<file path="config.mk">
export PLATFORM = sky130hd
export DESIGN_NAME = seg_scan
export DESIGN_NICKNAME = d
export VERILOG_FILES = /design/src/rtl/seg_scan.sv
export SDC_FILE = /design/constraint.sdc
export NUM_CORES = 1
export LEC_CHECK = 0
export BUFFER_PORTS_ARGS = -buffer_cell sky130_fd_sc_hd__buf_4
export CORE_MARGIN = 4
export CORE_UTILIZATION = 52
export CTS_BUF_LIST = sky130_fd_sc_hd__clkbuf_8 sky130_fd_sc_hd__clkbuf_16
export CTS_CLUSTER_SIZE = 14
export DETAILED_ROUTE_END_ITERATION = 7
export PLACE_DENSITY = 0.82
export SYNTH_ARGS = -nofsm -noshare
export SYNTH_HDL_FRONTEND = slang
export SYNTH_SLANG_ARGS = --single-unit
</file>
<file path="constraint.sdc">
create_clock -name clk -period 3.13 [get_ports clk]
set_input_delay 0.1565 -clock clk [delete_from_list [all_inputs] [get_ports clk]]
set_output_delay 0.1565 -clock clk [all_outputs]
set_load 0.1 [all_outputs]
</file>
<file path="src/rtl/seg_scan.sv">
//==============================================================================
// Module      : seg_scan
// Description : Three-digit multiplexed 7-segment scanner with per-slot
//               blanking, frame-synchronous double buffering and leading-zero
//               suppression. All outputs are registered.
// Revision    : 1.0 - initial release
//==============================================================================
`default_nettype none

module seg_scan #(
    parameter int         DIV      = 1000,
    parameter int         BLANK    = 8,
    parameter logic [6:0] ZERO_PAT = 7'b0111111,
    parameter bit         SEG_INV  = 1'b1,
    parameter bit         DIG_INV  = 1'b1
) (
    input  logic       clk,
    input  logic       rst_n,
    input  logic       en,
    input  logic       load,
    input  logic [6:0] seg2,
    input  logic [6:0] seg1,
    input  logic [6:0] seg0,
    input  logic       lz_blank,
    output logic [6:0] seg,
    output logic [2:0] dig,
    output logic       frame_done
);

    localparam int             CW       = (DIV > 1) ? $clog2(DIV) : 1;
    localparam logic [CW-1:0]  CNT_LAST = CW'(DIV - 1);
    localparam logic [CW-1:0]  SHOW_END = CW'(DIV - BLANK);
    localparam logic [6:0]     SEG_OFF  = SEG_INV ? 7'h7F : 7'h00;
    localparam logic [2:0]     DIG_OFF  = DIG_INV ? 3'h7 : 3'h0;

    typedef enum logic {
        SHOW = 1'b0,
        BLK  = 1'b1
    } state_t;

    state_t          state;
    state_t          state_nx;
    logic [CW-1:0]   cnt;
    logic [CW-1:0]   cnt_nx;
    logic [1:0]      idx;
    logic [1:0]      idx_nx;
    logic [2:0][6:0] act;      // displayed patterns, [2]=hundreds
    logic [2:0][6:0] pbuf;     // pending patterns awaiting the next frame
    logic [2:0][6:0] act_nx;
    logic            pend;
    logic            started;  // cleared by reset; marks the first enabled edge
    logic            wrap;
    logic            frame_wrap;
    logic            xfer;
    logic            blank2;
    logic            blank1;
    logic [6:0]      pat_nx;
    logic [2:0]      dig_nx;

    // Next scan position, buffer transfer decision and the pattern to show.
    always_comb begin
        wrap       = (cnt == CNT_LAST);
        cnt_nx     = wrap ? '0 : cnt + CW'(1);
        idx_nx     = idx;
        if (wrap) begin
            idx_nx = (idx == 2'd2) ? 2'd0 : idx + 2'd1;
        end
        frame_wrap = wrap && (idx == 2'd2);
        state_nx   = (cnt_nx < SHOW_END) ? SHOW : BLK;
        // Transfer on entry into the units SHOW slot, or on the first
        // enabled edge after reset so a pre-loaded value appears at once.
        xfer       = pend && (!started ||
                     ((idx_nx == 2'd0) && (state_nx == SHOW) &&
                      !((idx == 2'd0) && (state == SHOW))));
        act_nx     = xfer ? pbuf : act;
        blank2     = lz_blank && (act_nx[2] == ZERO_PAT);
        blank1     = blank2 && (act_nx[1] == ZERO_PAT);
        case (idx_nx)
            2'd2:    pat_nx = blank2 ? 7'h00 : act_nx[2];
            2'd1:    pat_nx = blank1 ? 7'h00 : act_nx[1];
            default: pat_nx = act_nx[0];
        endcase
        dig_nx     = 3'b001 << idx_nx;
    end

    // Scan state machine, load capture and registered display outputs.
    always_ff @(posedge clk or negedge rst_n) begin
        if (!rst_n) begin
            cnt        <= '0;
            idx        <= 2'd0;
            state      <= SHOW;
            act        <= '0;
            pbuf       <= '0;
            pend       <= 1'b0;
            started    <= 1'b0;
            frame_done <= 1'b0;
            seg        <= SEG_OFF;
            dig        <= DIG_OFF;
        end else begin
            // A load coinciding with a transfer keeps pend set: the
            // transfer takes the old pending data, the new data waits.
            if (load) begin
                pbuf <= {seg2, seg1, seg0};
                pend <= 1'b1;
            end else if (en && xfer) begin
                pend <= 1'b0;
            end

            if (en) begin
                cnt        <= cnt_nx;
                idx        <= idx_nx;
                state      <= state_nx;
                started    <= 1'b1;
                if (xfer) begin
                    act <= pbuf;
                end
                frame_done <= frame_wrap;
                if (state_nx == SHOW) begin
                    seg <= pat_nx ^ SEG_OFF;
                    dig <= dig_nx ^ DIG_OFF;
                end else begin
                    seg <= SEG_OFF;
                    dig <= DIG_OFF;
                end
            end else begin
                frame_done <= 1'b0;
                seg        <= SEG_OFF;
                dig        <= DIG_OFF;
            end
        end
    end

endmodule

`default_nettype wire

</file>
Word level (Yosys, flattened, before mapping)
Index checks and enable logic that the tools add are counted.
{"block": "totals", "regBits": 68, "out_inout_bits": 11, "word_cells": 56}
{"block": "op_classes", "n_reduce_logical": 14, "n_mux": 15, "magnitude_cmp": 1, "n_shift": 1, "eq_ne": 6, "n_addsub": 2, "bitwise": 3}
{"cell": "7-bit two-way mux", "n": 4}
{"cell": "21-bit two-way mux", "n": 1}
{"cell": "7-bit by 6-bit == test with 1-bit output (second input constant)", "n": 2}
{"cell": "7-bit case mux with 2 select lines", "n": 1}
{"cell": "10-bit by 1-bit adder with 10-bit output (second input constant)", "n": 1}
{"cell": "10-bit == test (second input constant)", "n": 1}
{"cell": "10-bit less-than comparator (second input constant)", "n": 1}
{"cell": "10-bit two-way mux", "n": 1}
{"cell": "1-bit logical AND", "n": 8}
{"cell": "7-bit inverter", "n": 1}
{"cell": "3-bit two-way mux", "n": 2}
{"cell": "2-bit == test (second input constant)", "n": 2}
{"cell": "2-bit logical NOT", "n": 2}
{"cell": "1-bit two-way mux", "n": 4}
{"cell": "2-bit two-way mux", "n": 2}
{"cell": "3-bit inverter", "n": 1}
{"cell": "1-bit by 2-bit left shift with 3-bit output (first input constant)", "n": 1}
{"cell": "2-bit by 1-bit adder with 2-bit output (second input constant)", "n": 1}
{"cell": "2-bit by 1-bit == test with 1-bit output (second input constant)", "n": 1}
{"cell": "1-bit logical NOT", "n": 2}
{"cell": "2-bit nonzero test", "n": 1}
{"cell": "1-bit logical OR", "n": 1}
{"cell": "1-bit inverter", "n": 1}

Logic depth before layout (Yosys ltp)
{"block": "logic_depth", "ltp_word": 17, "ltp_mapped": 14, "mapped_depth_nobuf": 11}

Least setup slack after synthesis
OpenSTA, ideal clock, no wires.
{"block": "synth_path", "path_kind": "flip-flop to flip-flop", "from": "reg cnt[0]", "to": "reg act[10] in the netlist's numbering", "t_arrival_ns": 3.120, "synth_period_minus_slack_ns": 3.247, "path_slack_ns": -0.117, "setup_ns": 0.128, "path_stages_with_launch": 14, "cell_sequence": "dfrtp_1 ha_1 buf_2 nand4_1 nor2_1 mux2i_1 ha_1 o31ai_1 a21boi_1 o41ai_4 or2_1 buf_2 buf_4 mux2_1"}
{"block": "synth_via", "elab_chain_len": 8}
{"element": "start, declared", "line_no": "43", "rtl": "logic [CW-1:0] cnt;"}
{"element": "start signal, assigned", "line_no": "110", "rtl": "cnt <= cnt_nx;"}
{"element": "10-bit by 1-bit adder with 10-bit output or 10-bit == test (tied branches)", "line_no": "63, 62"}
{"element": "10-bit two-way mux or 2-bit two-way mux (tied branches)", "line_no": "63, 65"}
{"element": "10-bit less-than comparator or 2-bit logical NOT (tied branches)", "line_no": "69, 73"}
{"element": "1-bit logical AND (*) (2 in series)", "line_no": "73", "rtl": "((idx_nx == 2'd0) && (state_nx == SHOW) &&"}
{"element": "1-bit logical OR (*)", "line_no": "72", "rtl": "xfer = pend && (!started ||"}
{"element": "1-bit logical AND (*)", "line_no": "72"}
{"element": "21-bit two-way mux (*)"}
{"element": "end signal, assigned", "line_no": "115", "rtl": "act <= pbuf;"}
{"element": "end, declared", "line_no": "47", "rtl": "logic [2:0][6:0] act;"}
Mark *: on every way between the ends. The rest lies on a longest branch, timed or not.
A chain may end at the register's enable or synchronous reset.

Final worst setup path
{"block": "layout_path", "from": "reg cnt[6]", "to": "reg act[19] in the netlist's numbering"}
Same word-level chain as after synthesis.

==> qor.yml <==
status:
  status: "finished clean"
sta:
  fmax_ghz: 0.338
  setup_tns_ps: 0
  tightest_slew_ps: 837
  post-route-period-util_pct: 94.5
  final-hold-violation-count: 0
  finClkSkew_ps: 6.51
  timing.final.crit_period_ps: 2960
  setup_viol: 0
  hold_slack_ps: 20.0
  drv_slew: 0
  max_slew_margin_pct: 44.2
synthesis:
  ys_ff_latch: 68
  syn_area_per_cell_um2: 11.9
  synth_cells: 281
  ys_seq_area_share_pct: 51.4
  synth.distinct_cells: 50
  synth_ff_type: "dfrtp_1"
  synth_top_area_share_pct: 43.6
  synth_edf_count: 0
  async_flop_share_pct: 100
  synth_common_cells: "dfrtp_1, mux2_2, nand2_1, mux2_1"
  synth_top_cell_by_area: "dfrtp_1"
  ys_top_cells_by_area: "dfrtp_1, mux2_2, dfstp_2"
  synth_most_common_cell: "dfrtp_1"
  ys_warn_count: 0
  syn_area_um2: 3330
  synthesis.nets: 311
power:
  p_sw_share_pct: 26.9
  p_leak_nw: 1.73
  power.internal_w: 0.00147
  vdd_ir_drop_max_mv: 0.347
  combPwrFrac_pct: 13.3
  p_clk_share_pct: 37.5
  power.total_w: 0.00201
  power.switching_w: 0.000540
  power.density_nw_per_um2: 510
  seqPwrFrac_pct: 49.2
routing:
  drtPass1Iterations: 4
  wl_met2_um: 3500
  drt-initial-drc-count: 149
  top_layer: "met4"
  num_vias: 2403
  drtAntennaViolNets: 0
  wl_met1_um: 3040
  wl_met3_um: 386
  drc: 0
  wirelength_um: 7030
  wl_per_cell_um: 17.4
  vias_per_cell: 5.93
worst_setup_path:
  r2r-end: "act[19]"
  critPathSlowestCell: "dfrtp_1"
  crit_arrival_ps: 3180
  critPathMaxStageDelay_ps: 460
  crit_chain: "and3_2, nand2_1, nor2_4, mux2i_2, ha_1, o31ai_1, a21boi_2, o41ai_4, or2_1, buf_4, mux2_1"
  worstSetupPathType: "flip-flop to flip-flop"
  crit_required_ps: 3350
  reg2reg_setup_slack_ps: 170
  crit_path_end_kind: "flip-flop"
  rr_worst_depth: 11
  reg2reg_from: "cnt[6]"
  start_kind: "flip-flop"
  crit_start: "cnt[6]"
  path_max_fanout: 22
clock_tree:
  clock_latency_ps: 340
  tritoncts: "yes"
  cts_max_level: 3
  cts_root_buffer: "clkbuf_8"
  clk_pin_slew_worst_paths_ps: 80
  clock_sinks: 68
  numCtsBuffers: 9
  clockBufferDepth: 2
global_route:
  grt_max_degree: 69
  antenna_found_initial: 0
  grt_pass1_wl_um: 11600
  grt-ovfl-total: 0
  grt_pass1_vias: 2434
  grt_use_total_pct: 19.3
final_layout:
  synthToLayoutAreaGrowth_pct: 18.3
  layout.cells.non_filler: 405
  antennaDiodeCount: 0
  fin_area_um2: 3940
  fin_nets: 355
  final_layout_size_suffix_gt1_share_pct: 36.1
die:
  die_y_um: 88.0
  start_util_pct: 55.0
  core_area_um2: 6060
  die_area_um2: 7750
  die_w_um: 88.0
  num_io_pins: 37
  rows: 28
worst_hold_path:
  hold_path.startpoint: "seg2[2]"
  whs_path_depth: 3
  hold_end: "pbuf[16]"
  min_path_type: "input pin to flip-flop"
run:
  cap_violations: 0
place:
  hpwl_um: 4950
  place_congestion: 0.891
  dp_cells: 386
  place_area_um2: 3680
  io_buffer_count: 36
==> layer usage <==
metal / global-route usage [%] / up-vias
li1: - / 1118
met1: 25.3 / 1203
met2: 32.0 / 68
met3: 3.57 / 14
met4: 7.55 / 0
met5: 0 / -
==> critical path, delay by kind of cell, from the launching register on <==
kind / cells / cell delay (ps)
flip-flops: 1 / 460
adder cells (fa/ha/maj): 1 / 210
multiplexers: 2 / 640
AND/OR/NAND/NOR: 4 / 820
AO/OA/AOI/OAI: 3 / 490
buffers and inverters: 1 / 230
==> metrics by stage <==
step | utilization (%) | worst slack (ps)
2_1_floorplan | - | 102
3_3_place_gp | 60.7 | 203
3_5_place_dp | 60.7 | 60.5
4_1_cts | 64.3 | 43.9
5_1_grt | 65.0 | -2.13
6_report | 65.0 | 171
==> area by class of cell <==
cell class / instances / area [um2]
timing repair buffer: 47 / 355
inverter: 11 / 41.3
clock inverter: 5 / 58.8
tap: 75 / 93.8
sequential: 68 / 1710
fill: 497 / 2120
multi-input combinational: 188 / 1530
clock buffer: 11 / 151
==> logic make-up (layout without fill, tap and decap cells) <==
logic type / count (synthesis) / in the layout / share of synthesized area, %
fa+ha+maj: 4 / 4 / 1.50
mux: 55 / 55 / 18.4
compound gates: 56 / 56 / 13.0
simple gates: 69 / 69 / 10.9
buf+inv: 25 / 74 / 3.72
flops: 68 / 68 / 51.4
xor+xnor: 4 / 4 / 1.05
==> cells in the final DEF (no fill, tap or decap), types with 3 or more instances in the layout <==
cell	instances
mux2i_1	3
a31o_1	5
o31ai_1	5
o21a_1	6
nand4_1	5
and3_1	4
o21ai_1	3
ha_1	4
nor2_1	6
clkbuf_8	11
o21ai_0	10
buf_4	46
a21oi_1	3
inv_1	11
dfrtp_1	58
nand2_1	27
xnor2_1	3
mux2_2	35
nand3_1	11
mux2_1	15
a22oi_1	5
dfstp_2	10
==> flip-flops by register name (all words and copies together), names as in the netlist <==
name and count:
act 21, dig 3, pend 1, idx 2, started 1, state 1
pbuf 21, seg 7, cnt 10, frame_done 1
==> repair_timing <==
item	4_1_cts	5_1_grt
buffers inserted	0	2
gates resized for setup	0	6
endpoints found under the setup margin	0	24
hold buffers	1	0
endpoints found under the hold margin	58	0
==> power groups by stage <==
stage / Clock (W) / Sequential, W / Combinational (W)
finish: 0.000753 / 0.000988 / 0.000267
global route: 0.000803 / 0.000996 / 0.000297
CTS: 0.000763 / 0.000987 / 0.000267
detailed placement: 0 / 0.00100 / 0.000265
global placement: 0 / 0.00100 / 0.000257
floorplan: 0 / 0.000985 / 0.000186
==> worst max path at each step <==
stage | to | slack, ps | cells past startpoint
floorplan | act[10] | 100 | 13
global placement | seg[2] | 200 | 12
detailed placement | act[19] | 60 | 11
CTS | act[19] | 40 | 11
global route | act[19] | -2 | 11
finish | act[19] | 170 | 11
Power figures use the tool's default switching activity.
